File: config.mk
export PLATFORM = sky130hd
export DESIGN_NAME = bpsk_mod
export DESIGN_NICKNAME = d
export VERILOG_FILES = /design/src/rtl/bpsk_pkg.sv /design/src/rtl/prbs7_gen.sv /design/src/rtl/bpsk_mod.sv
export SDC_FILE = /design/constraint.sdc
export NUM_CORES = 1
export LEC_CHECK = 0
export CORE_AREA = 2 2 59 61
export DETAILED_ROUTE_END_ITERATION = 10
export DIE_AREA = 0 0 61 63
export PLACE_DENSITY_LB_ADDON = 0.3
export SYNTH_ARGS = -nofsm -noshare
export SYNTH_HDL_FRONTEND = slang
export SYNTH_SLANG_ARGS = --single-unit
File: constraint.sdc
create_clock -name clk_32m -period 2.2 [get_ports clk_32m]
set_clock_uncertainty 0.1 [all_clocks]
set_input_delay 0.66 -clock clk_32m [delete_from_list [all_inputs] [get_ports clk_32m]]
set_output_delay 0.66 -clock clk_32m [all_outputs]
set_load 0.01 [all_outputs]
File: src/rtl/bpsk_pkg.sv
// Shared constants for the BPSK modulator: carrier table, symbol lengths,
// rate codes and FSM states.
package bpsk_pkg;

    localparam int         CARRIER_LEN = 16;
    localparam int         IDX_W       = $clog2(CARRIER_LEN);

    localparam logic [8:0] SYM_LEN_10K = 9'd200;
    localparam logic [8:0] SYM_LEN_8K  = 9'd250;
    localparam logic [8:0] SYM_LEN_6K  = 9'd333;

    localparam logic [7:0] FREQ_10K    = 8'd10;
    localparam logic [7:0] FREQ_8K     = 8'd8;
    localparam logic [7:0] FREQ_6K     = 8'd6;

    localparam logic [9:0] DAC_ZERO    = 10'd512;

    typedef enum logic [1:0] {
        IDLE = 2'd0,
        LOAD = 2'd1,
        RUN  = 2'd2
    } state_t;

    // One full sine period in offset binary, 16 samples per 2 MHz cycle.
    function automatic logic [9:0] sine_lut(input logic [IDX_W-1:0] i);
        logic [9:0] v;
        case (i)
            4'd0:    v = 10'd512;
            4'd1:    v = 10'd708;
            4'd2:    v = 10'd873;
            4'd3:    v = 10'd984;
            4'd4:    v = 10'd1023;
            4'd5:    v = 10'd984;
            4'd6:    v = 10'd873;
            4'd7:    v = 10'd708;
            4'd8:    v = 10'd512;
            4'd9:    v = 10'd316;
            4'd10:   v = 10'd151;
            4'd11:   v = 10'd40;
            4'd12:   v = 10'd1;
            4'd13:   v = 10'd40;
            4'd14:   v = 10'd151;
            4'd15:   v = 10'd316;
            default: v = DAC_ZERO;
        endcase
        return v;
    endfunction

    // Symbol length in carrier periods; unknown codes fall back to 10 kbit/s.
    function automatic logic [8:0] sym_len_of(input logic [7:0] f);
        logic [8:0] v;
        case (f)
            FREQ_10K: v = SYM_LEN_10K;
            FREQ_8K:  v = SYM_LEN_8K;
            FREQ_6K:  v = SYM_LEN_6K;
            default:  v = SYM_LEN_10K;
        endcase
        return v;
    endfunction

endpackage

File: src/rtl/prbs7_gen.sv
// PRBS7 (x^7+x^6+1) bit source, seed 7'h7F; one new bit per i_adv.
module prbs7_gen (
    input  logic clk_32m,
    input  logic rst_n,
    input  logic i_clr,
    input  logic i_adv,
    output logic o_bit
);

    logic [6:0] r_lfsr;

    // LFSR: reseed on clear, shift once per consumed bit.
    always_ff @(posedge clk_32m or negedge rst_n) begin
        if (!rst_n) begin
            r_lfsr <= 7'h7F;
        end else if (i_clr) begin
            r_lfsr <= 7'h7F;
        end else if (i_adv) begin
            r_lfsr <= {r_lfsr[5:0], r_lfsr[6] ^ r_lfsr[5]};
        end else begin
            r_lfsr <= r_lfsr;
        end
    end

    assign o_bit = r_lfsr[6];

endmodule

File: src/rtl/bpsk_mod.sv
// BPSK modulator: 2 MHz carrier from a 16-entry sine table at 32 MHz, 180 deg per bit.
// Optional BPSK_PRBS_GEN_EN replaces bit_in with an internal PRBS7 source.
module bpsk_mod
    import bpsk_pkg::*;
(
    input  logic       clk_32m,
    input  logic       rst_n,
    input  logic       en,
    input  logic       mode,
    input  logic [7:0] freq,
    input  logic       bit_in,
    output logic       bit_ready,
    output logic [9:0] dac_data
);

    state_t           r_state;
    logic [IDX_W-1:0] r_idx;
    logic [8:0]       r_pcnt;
    logic [8:0]       r_sym_len;
    logic             r_bit;
    logic             r_bit_ready;
    logic [9:0]       r_dac;
    logic             w_bit_src;
    logic             w_phase;

`ifdef BPSK_PRBS_GEN_EN
    logic w_prbs_bit;

    prbs7_gen u_prbs7_gen (
        .clk_32m (clk_32m),
        .rst_n   (rst_n),
        .i_clr   (r_state == IDLE),
        .i_adv   (r_bit_ready),
        .o_bit   (w_prbs_bit)
    );

    assign w_bit_src = w_prbs_bit;
`else
    assign w_bit_src = bit_in;
`endif

    // mode acts immediately; the data bit only changes on a strobe.
    assign w_phase = r_bit & mode;

    // Sequencer: idle / one-cycle load / run with symbol-boundary strobe.
    always_ff @(posedge clk_32m or negedge rst_n) begin
        if (!rst_n) begin
            r_state     <= IDLE;
            r_idx       <= 4'd0;
            r_pcnt      <= 9'd0;
            r_sym_len   <= SYM_LEN_10K;
            r_bit       <= 1'b0;
            r_bit_ready <= 1'b0;
        end else if (!en) begin
            r_state     <= IDLE;
            r_idx       <= 4'd0;
            r_pcnt      <= 9'd0;
            r_bit       <= 1'b0;
            r_bit_ready <= 1'b0;
        end else begin
            case (r_state)
                IDLE: begin
                    r_state     <= LOAD;
                    r_idx       <= 4'd0;
                    r_pcnt      <= 9'd0;
                    r_bit_ready <= 1'b1;
                end
                LOAD: begin
                    r_state     <= RUN;
                    r_idx       <= 4'd0;
                    r_pcnt      <= 9'd0;
                    r_bit       <= w_bit_src;
                    r_sym_len   <= sym_len_of(freq);
                    r_bit_ready <= 1'b0;
                end
                RUN: begin
                    r_idx <= r_idx + 4'd1;
                    if (r_bit_ready) begin
                        // Strobe cycle is idx 15 of the last period: take the next symbol.
                        r_bit       <= w_bit_src;
                        r_sym_len   <= sym_len_of(freq);
                        r_pcnt      <= 9'd0;
                        r_bit_ready <= 1'b0;
                    end else begin
                        r_bit_ready <= (r_idx == 4'd14) && (r_pcnt == r_sym_len - 9'd1);
                        if (r_idx == 4'd15) begin
                            r_pcnt <= r_pcnt + 9'd1;
                        end else begin
                            r_pcnt <= r_pcnt;
                        end
                    end
                end
                default: begin
                    r_state     <= IDLE;
                    r_bit_ready <= 1'b0;
                end
            endcase
        end
    end

    // Registered DAC sample; XOR on idx bit 3 is the half-period phase flip.
    always_ff @(posedge clk_32m or negedge rst_n) begin
        if (!rst_n) begin
            r_dac <= DAC_ZERO;
        end else if (r_state == RUN) begin
            r_dac <= sine_lut(r_idx ^ {w_phase, 3'b000});
        end else begin
            r_dac <= DAC_ZERO;
        end
    end

    assign bit_ready = r_bit_ready;
    assign dac_data  = r_dac;

endmodule

## Word-level counts from Yosys, hierarchy flattened

Memories as Yosys holds them, arrays and structs flattened.
Cells that the tools add are included.

- Bits in registers: 36
- Bits in latches: 0
- Bits in writable memories: 0
- Bits in read-only memories: 160
- Input bits: 13
- Word-level logic and storage cells: 51
- Memories: 1

- Add/sub/neg operators: 3
- Multiply operators: 0
- Divide/modulo/power cells: 0
- Order comparisons: 0
- Equal/unequal tests: 13
- Shift-type cells: 0
- Multiplexer cells: 18
- Bitwise operators: 2
- Reductions and logical operators: 7

Memories:

| name | words | bits a word | rd ports | clocked after Yosys merged registers in | wr ports | RTL line | text |
|---|---|---|---|---|---|---|---|
| (no name shown) | 16 | 10 | 1 | 0 | 0 | bpsk_pkg.sv:27 | `case (i)` |

Operator list:

| operator | number |
|---|---|
| case mux 9 bit (2 select lines) | 3 |
| two-way mux 9 bit | 4 |
| two-way mux 10 bit | 1 |
| adder 9 x 1 -> 9 bit (second input constant) | 1 |
| equality test 9 bit | 1 |
| subtractor 9 x 1 -> 9 bit (second input constant) | 1 |
| equality test 4 bit (second input constant) | 2 |
| equality test 8 x 3 -> 1 bit (second input constant) | 1 |
| equality test 8 x 4 -> 1 bit (second input constant) | 1 |
| case mux 4 bit (2 select lines) | 1 |
| case mux 2 bit (3 select lines) | 1 |
| adder 4 x 1 -> 4 bit (second input constant) | 1 |
| two-way mux 1 bit | 4 |
| two-way mux 4 bit | 1 |
| != test 2 bit (second input constant) | 2 |
| != test 4 bit (second input constant) | 1 |
| case mux 1 bit (2 select lines) | 2 |
| AND reduction 2 bit | 2 |
| bitwise XOR 4 bit | 1 |
| != test 3 x 1 -> 1 bit (second input constant) | 1 |
| != test 3 x 2 -> 1 bit (second input constant) | 1 |
| != test 3 bit (second input constant) | 1 |
| AND reduction 3 bit | 1 |
| equality test 2 x 1 -> 1 bit (second input constant) | 1 |
| 7 further kinds | 7 |

## Longest topological paths before layout

- Depth after elaboration: 6
- Depth in mapped cells: 6
- Gate-level depth less buffers: 6

## Least setup slack after synthesis

OpenSTA, ideal clock, no wires.

- Kind: input -> register
- Start point: input port mode
- End point: register r_dac[2] (netlist: dac_data[2])
- Library setup time: 0.082 ns
- Arrival time: 1.624 ns
- Data required time: 2.018 ns
- Slack: 0.394 ns
- Cell stages on the path: 4
- Buffers on the path: 0
- Cell sequence: nand2_1 > xor2_2 > mux2_2 > o22ai_1

- Longest elaborated chain between the ends: 4

Ends and longest elaborated chain:

| element | RTL line | text |
|---|---|---|
| from (decl) | bpsk_mod.sv:9 | `input logic mode,` |
| bitwise AND 1 bit | bpsk_mod.sv:43 | `assign w_phase = r_bit & mode;` |
| bitwise XOR 4 bit | bpsk_mod.sv:106 | `r_dac <= sine_lut(r_idx ^ {w_phase, 3'b000});` |
| memory (16 x 10 bit) | -- |  |
| two-way mux 10 bit | bpsk_mod.sv:105 | `end else if (r_state == RUN) begin` |
| to (signal assigned) | bpsk_mod.sv:106 |  |
| to (decl) | bpsk_mod.sv:22 | `logic [9:0] r_dac;` |

No other way between the ends.
A chain may end at the register's enable or synchronous reset.

## Worst setup path in the final report

- Start point: register r_bit_ready (netlist: bit_ready)
- End point: output port bit_ready

RTL lines:

| element | RTL line | text |
|---|---|---|
| from (decl) | bpsk_mod.sv:21 | `logic r_bit_ready;` |
| from (signal assigned) | bpsk_mod.sv:85 | `r_bit_ready <= (r_idx == 4'd14) && (r_pcnt == r_sym_len - 9'd1);` |
| to (decl) | bpsk_mod.sv:12 | `output logic bit_ready,` |

No word-level cell between the ends.

==> flow_summary_export.csv <==
group,metric,value,unit
hold_path,hold_path.class,"flip-flop to flip-flop",
placed_design,place_ws,0.0331,ns
hold_path,worst_hold_path.endpoint,"r_state[0]",
synthesis,synth_edf_count,0,
global_route,antenna_found_initial,0,
synthesis,synth_flop_cell,"dfrtp_1",
routing,firstDrtPassIters,4,
synthesis,netlist_instances,175,
sta,finalCritPeriodShare,91.4,%
setup_path,cp.required,1.44,ns
setup_path,arrival,1.25,ns
global_route,grt_pass1_wl,6510,µm
cells_and_area,design_area,2080,µm²
pwr,power_frac_seq,53.7,%
setup_path,crit_family,"buffers and inverters",
die,die-width,61,µm
synthesis,ys_warn_count,0,
global_route,gr-total-overflow,0,
synthesis,synth_top_area_cell,"dfrtp_1",
synthesis,synth_area_per_cell,9.62,µm²
placed_design,port_buffers,23,
pwr,power.density,513,nW/µm²
setup_path,worstSetupEndpointType,"output port",
sta,fin_ws,0.189,ns
clock_network,cts_setup_buffers,0,
synthesis,mappedNetlistArea,1680,µm²
sta,finalHoldViolations,0,
setup_path,r2r_end,"r_pcnt[5]",
synthesis,synth_cell_types,37,
global_route,grt_pass1_vias,1453,
hold_path,min_path_cells,1,
global_route,track_usage,22.6,%
die,start_util,52.1,%
synthesis,synth_top_area_share,41.6,%
routing,wirelength,3720,µm
setup_path,cpMaxStageDelayCell,"clkdlybuf4s50_1",
routing,drcViolationCount,0,
sta,report.final.slew_viol_count,0,
synthesis,ys_async_sr_fraction,100,%
routing,avgRoutedWirePerCell,14.5,µm
sta,slew-limit-headroom,67.0,%
pwr,netSwitchingFraction,26.4,%
clock_network,cts_buffers,5,
synthesis,synth_nets,197,
routing,antenna_left,0,
setup_path,crit_chain,"clkdlybuf4s50_1",
clock_network,clock-root-buffer,"clkbuf_4",
sta,tightestPinTransition,0.494,ns
cells_and_area,antenna_cells,0,
placed_design,hpwl,2770,µm
cells_and_area,final_layout_size_suffix_gt1_share,9.95,%
pwr,ir_drop,339,µV
die,io_pins,24,
global_route,grt_max_degree,31,
cells_and_area,finalNetCount,232,
setup_path,r2r_start,"r_idx[1]",
die,die_h,63,µm
clock_network,htreeDepth,2,
hold_path,hold_start,"r_state[0]",
setup_path,crit_start,"bit_ready",
synthesis,synthTopCellsByCount,"28 x dfrtp_1, 12 x a21oi_1, 12 x nand2_1",
clock_network,ctsHoldBuffers,0,
clock_network,path_clk_slew,0.10,ns
pwr,power_frac_clock,32.1,%
die,fp-row-count,21,
synthesis,ys_seq_area_share,44.8,%
routing,via_count,1430,
setup_path,worst-path-buf-inv,1,
setup_path,r2r_cells,5,
pwr,leakagePower,0.863,nW
cells_and_area,syn2layout_area_growth,23.7,%
sta,clock.fmax,497,MHz
clock_network,tritoncts,"built",
status,status,"completed",
clock_network,clock-sinks,30,
pwr,switchingPower,0.282,mW
die,dieArea,3840,µm²
sta,finalHoldWorstSlack,0.440,ns
setup_path,crit_type,"flip-flop to output port",
cells_and_area,post-route-util,64.4,%
pwr,power_frac_comb,14.2,%
sta,fin_setup_tns,0,ns
die,fp.coreArea,3230,µm²
setup_path,max_stage_delay,0.55,ns
sta,final.min_clock_period,2.01,ns
placed_design,placed_area,2020,µm²
clock_network,clk_path_buf_depth,2,
setup_path,rrSetupSlack,0.28,ns
routing,drtIter0Drc,84,
placed_design,place.gp.congestion,0.910,
setup_path,cp-start-kind,"flip-flop",
synthesis,yosysMostFrequentCell,"dfrtp_1",
sta,rsz0062_at_grt,"no",
synthesis,ys_ff_latch,30,
sta,finalSetupViolCount,0,
job,cap_violations,0,
clock_network,insertion_delay,0.33,ns
pwr,internal_power,0.786,mW
routing,via_per_inst,5.56,
setup_path,crit_fanout,2,
synthesis,synthTopCellsByArea,"dfrtp_1 42%, ha_1 6.7%, xnor2_1 3.6%",
[final cells by class]
cell class / instances / area (µm²)
fill: 273 / 1150
multi-input combinational: 131 / 870
sequential: 30 / 753
timing repair buffer: 33 / 308
tap: 46 / 57.6
clock buffer: 7 / 55.1
inverter: 9 / 33.8
clock inverter: 1 / 5.00
[repair_timing]
action	4_1_cts	5_1_grt
resized for setup	0	1
endpoints found under the hold margin	0	0
setup endpoints to repair	0	1
[layout by cell type, fill, tap and decap left out, types with 2 or more instances in the layout]
cell type,synthesis,layout
o21a_1,2,2
a21boi_0,2,2
clkdlybuf4s50_1,0,22
or3_1,4,4
o21ai_0,10,10
o22ai_1,5,5
nor3_1,3,3
mux2i_1,5,5
dfrtp_1,28,28
inv_1,9,9
xor2_1,5,5
nand4_1,9,9
a31oi_1,2,2
ha_1,9,9
clkbuf_4,0,5
or4_1,3,3
and3_1,4,4
dfstp_2,2,2
buf_4,2,10
nor2b_1,4,4
nand2b_1,4,4
xnor2_1,7,7
nor3b_1,2,2
nand2_1,12,12
nand3_1,7,7
a21oi_1,12,12
nor2_1,9,9
[stage by stage]
step | power [mW] | instances
2_1_floorplan | 0.658 | 175
6_report | 1.07 | 257
4_1_cts | 1.08 | 257
5_1_grt | 1.12 | 257
3_5_place_dp | 0.735 | 249
3_3_place_gp | 0.731 | 249
[power by group through the flow]
stage | logic [mW] | clock network, mW | registers [mW]
floorplan | 0.0715 | 0 | 0.586
global placement | 0.147 | 0 | 0.584
detailed placement | 0.151 | 0 | 0.584
CTS | 0.152 | 0.352 | 0.574
global route | 0.169 | 0.378 | 0.576
finish | 0.151 | 0.343 | 0.574
[how the worst max path moves through the flow]
stage,endpoint,slack [ns],depth (start not counted)
after detailed placement,dac_data[8],0.03,6
after global placement,r_sym_len[7],0.1,5
after global routing,bit_ready,0.12,1
after floorplan,dac_data[2],0.39,4
final,bit_ready,0.19,1
after CTS,dac_data[9],0.05,1
[routing by layer]
| metal | part of all wire, % | up-vias | global-route usage (%) |
|---|---|---|---|
| met5 | 0 | - | 0 |
| met4 | 1.5 | 0 | 7.61 |
| met3 | 5.0 | 8 | 6.21 |
| met2 | 51 | 37 | 36.2 |
| met1 | 43 | 696 | 29.0 |
| li1 | - | 689 | - |
[state kept, by name (all words and copies together) (netlist names)]
register / flops
dac_data: 10
r_pcnt: 9
r_bit: 1
r_sym_len: 3
bit_ready: 1
r_state: 2
r_idx: 4
[worst register-to-register path, cell delays in order, from the launching register on]
cell and delay [ns]:
dfrtp_1 0.51, ha_1 0.36, and3_1 0.24, nand2_1 0.07, or4_1 0.40, a21oi_1 0.16
[cells by family (layout without fill, tap and decap cells)]
| family | after synthesis | count (layout) | synth area share (%) |
|---|---|---|---|
| simple gates | 64 | 64 | 20.4 |
| compound gates | 39 | 39 | 13.8 |
| flops | 30 | 30 | 44.8 |
| buf+inv | 14 | 50 | 3.57 |
| xor+xnor | 13 | 13 | 7.21 |
| fa+ha+maj | 9 | 9 | 6.69 |
| mux | 6 | 6 | 3.64 |
Note: power is estimated with default switching activity, not from simulation.
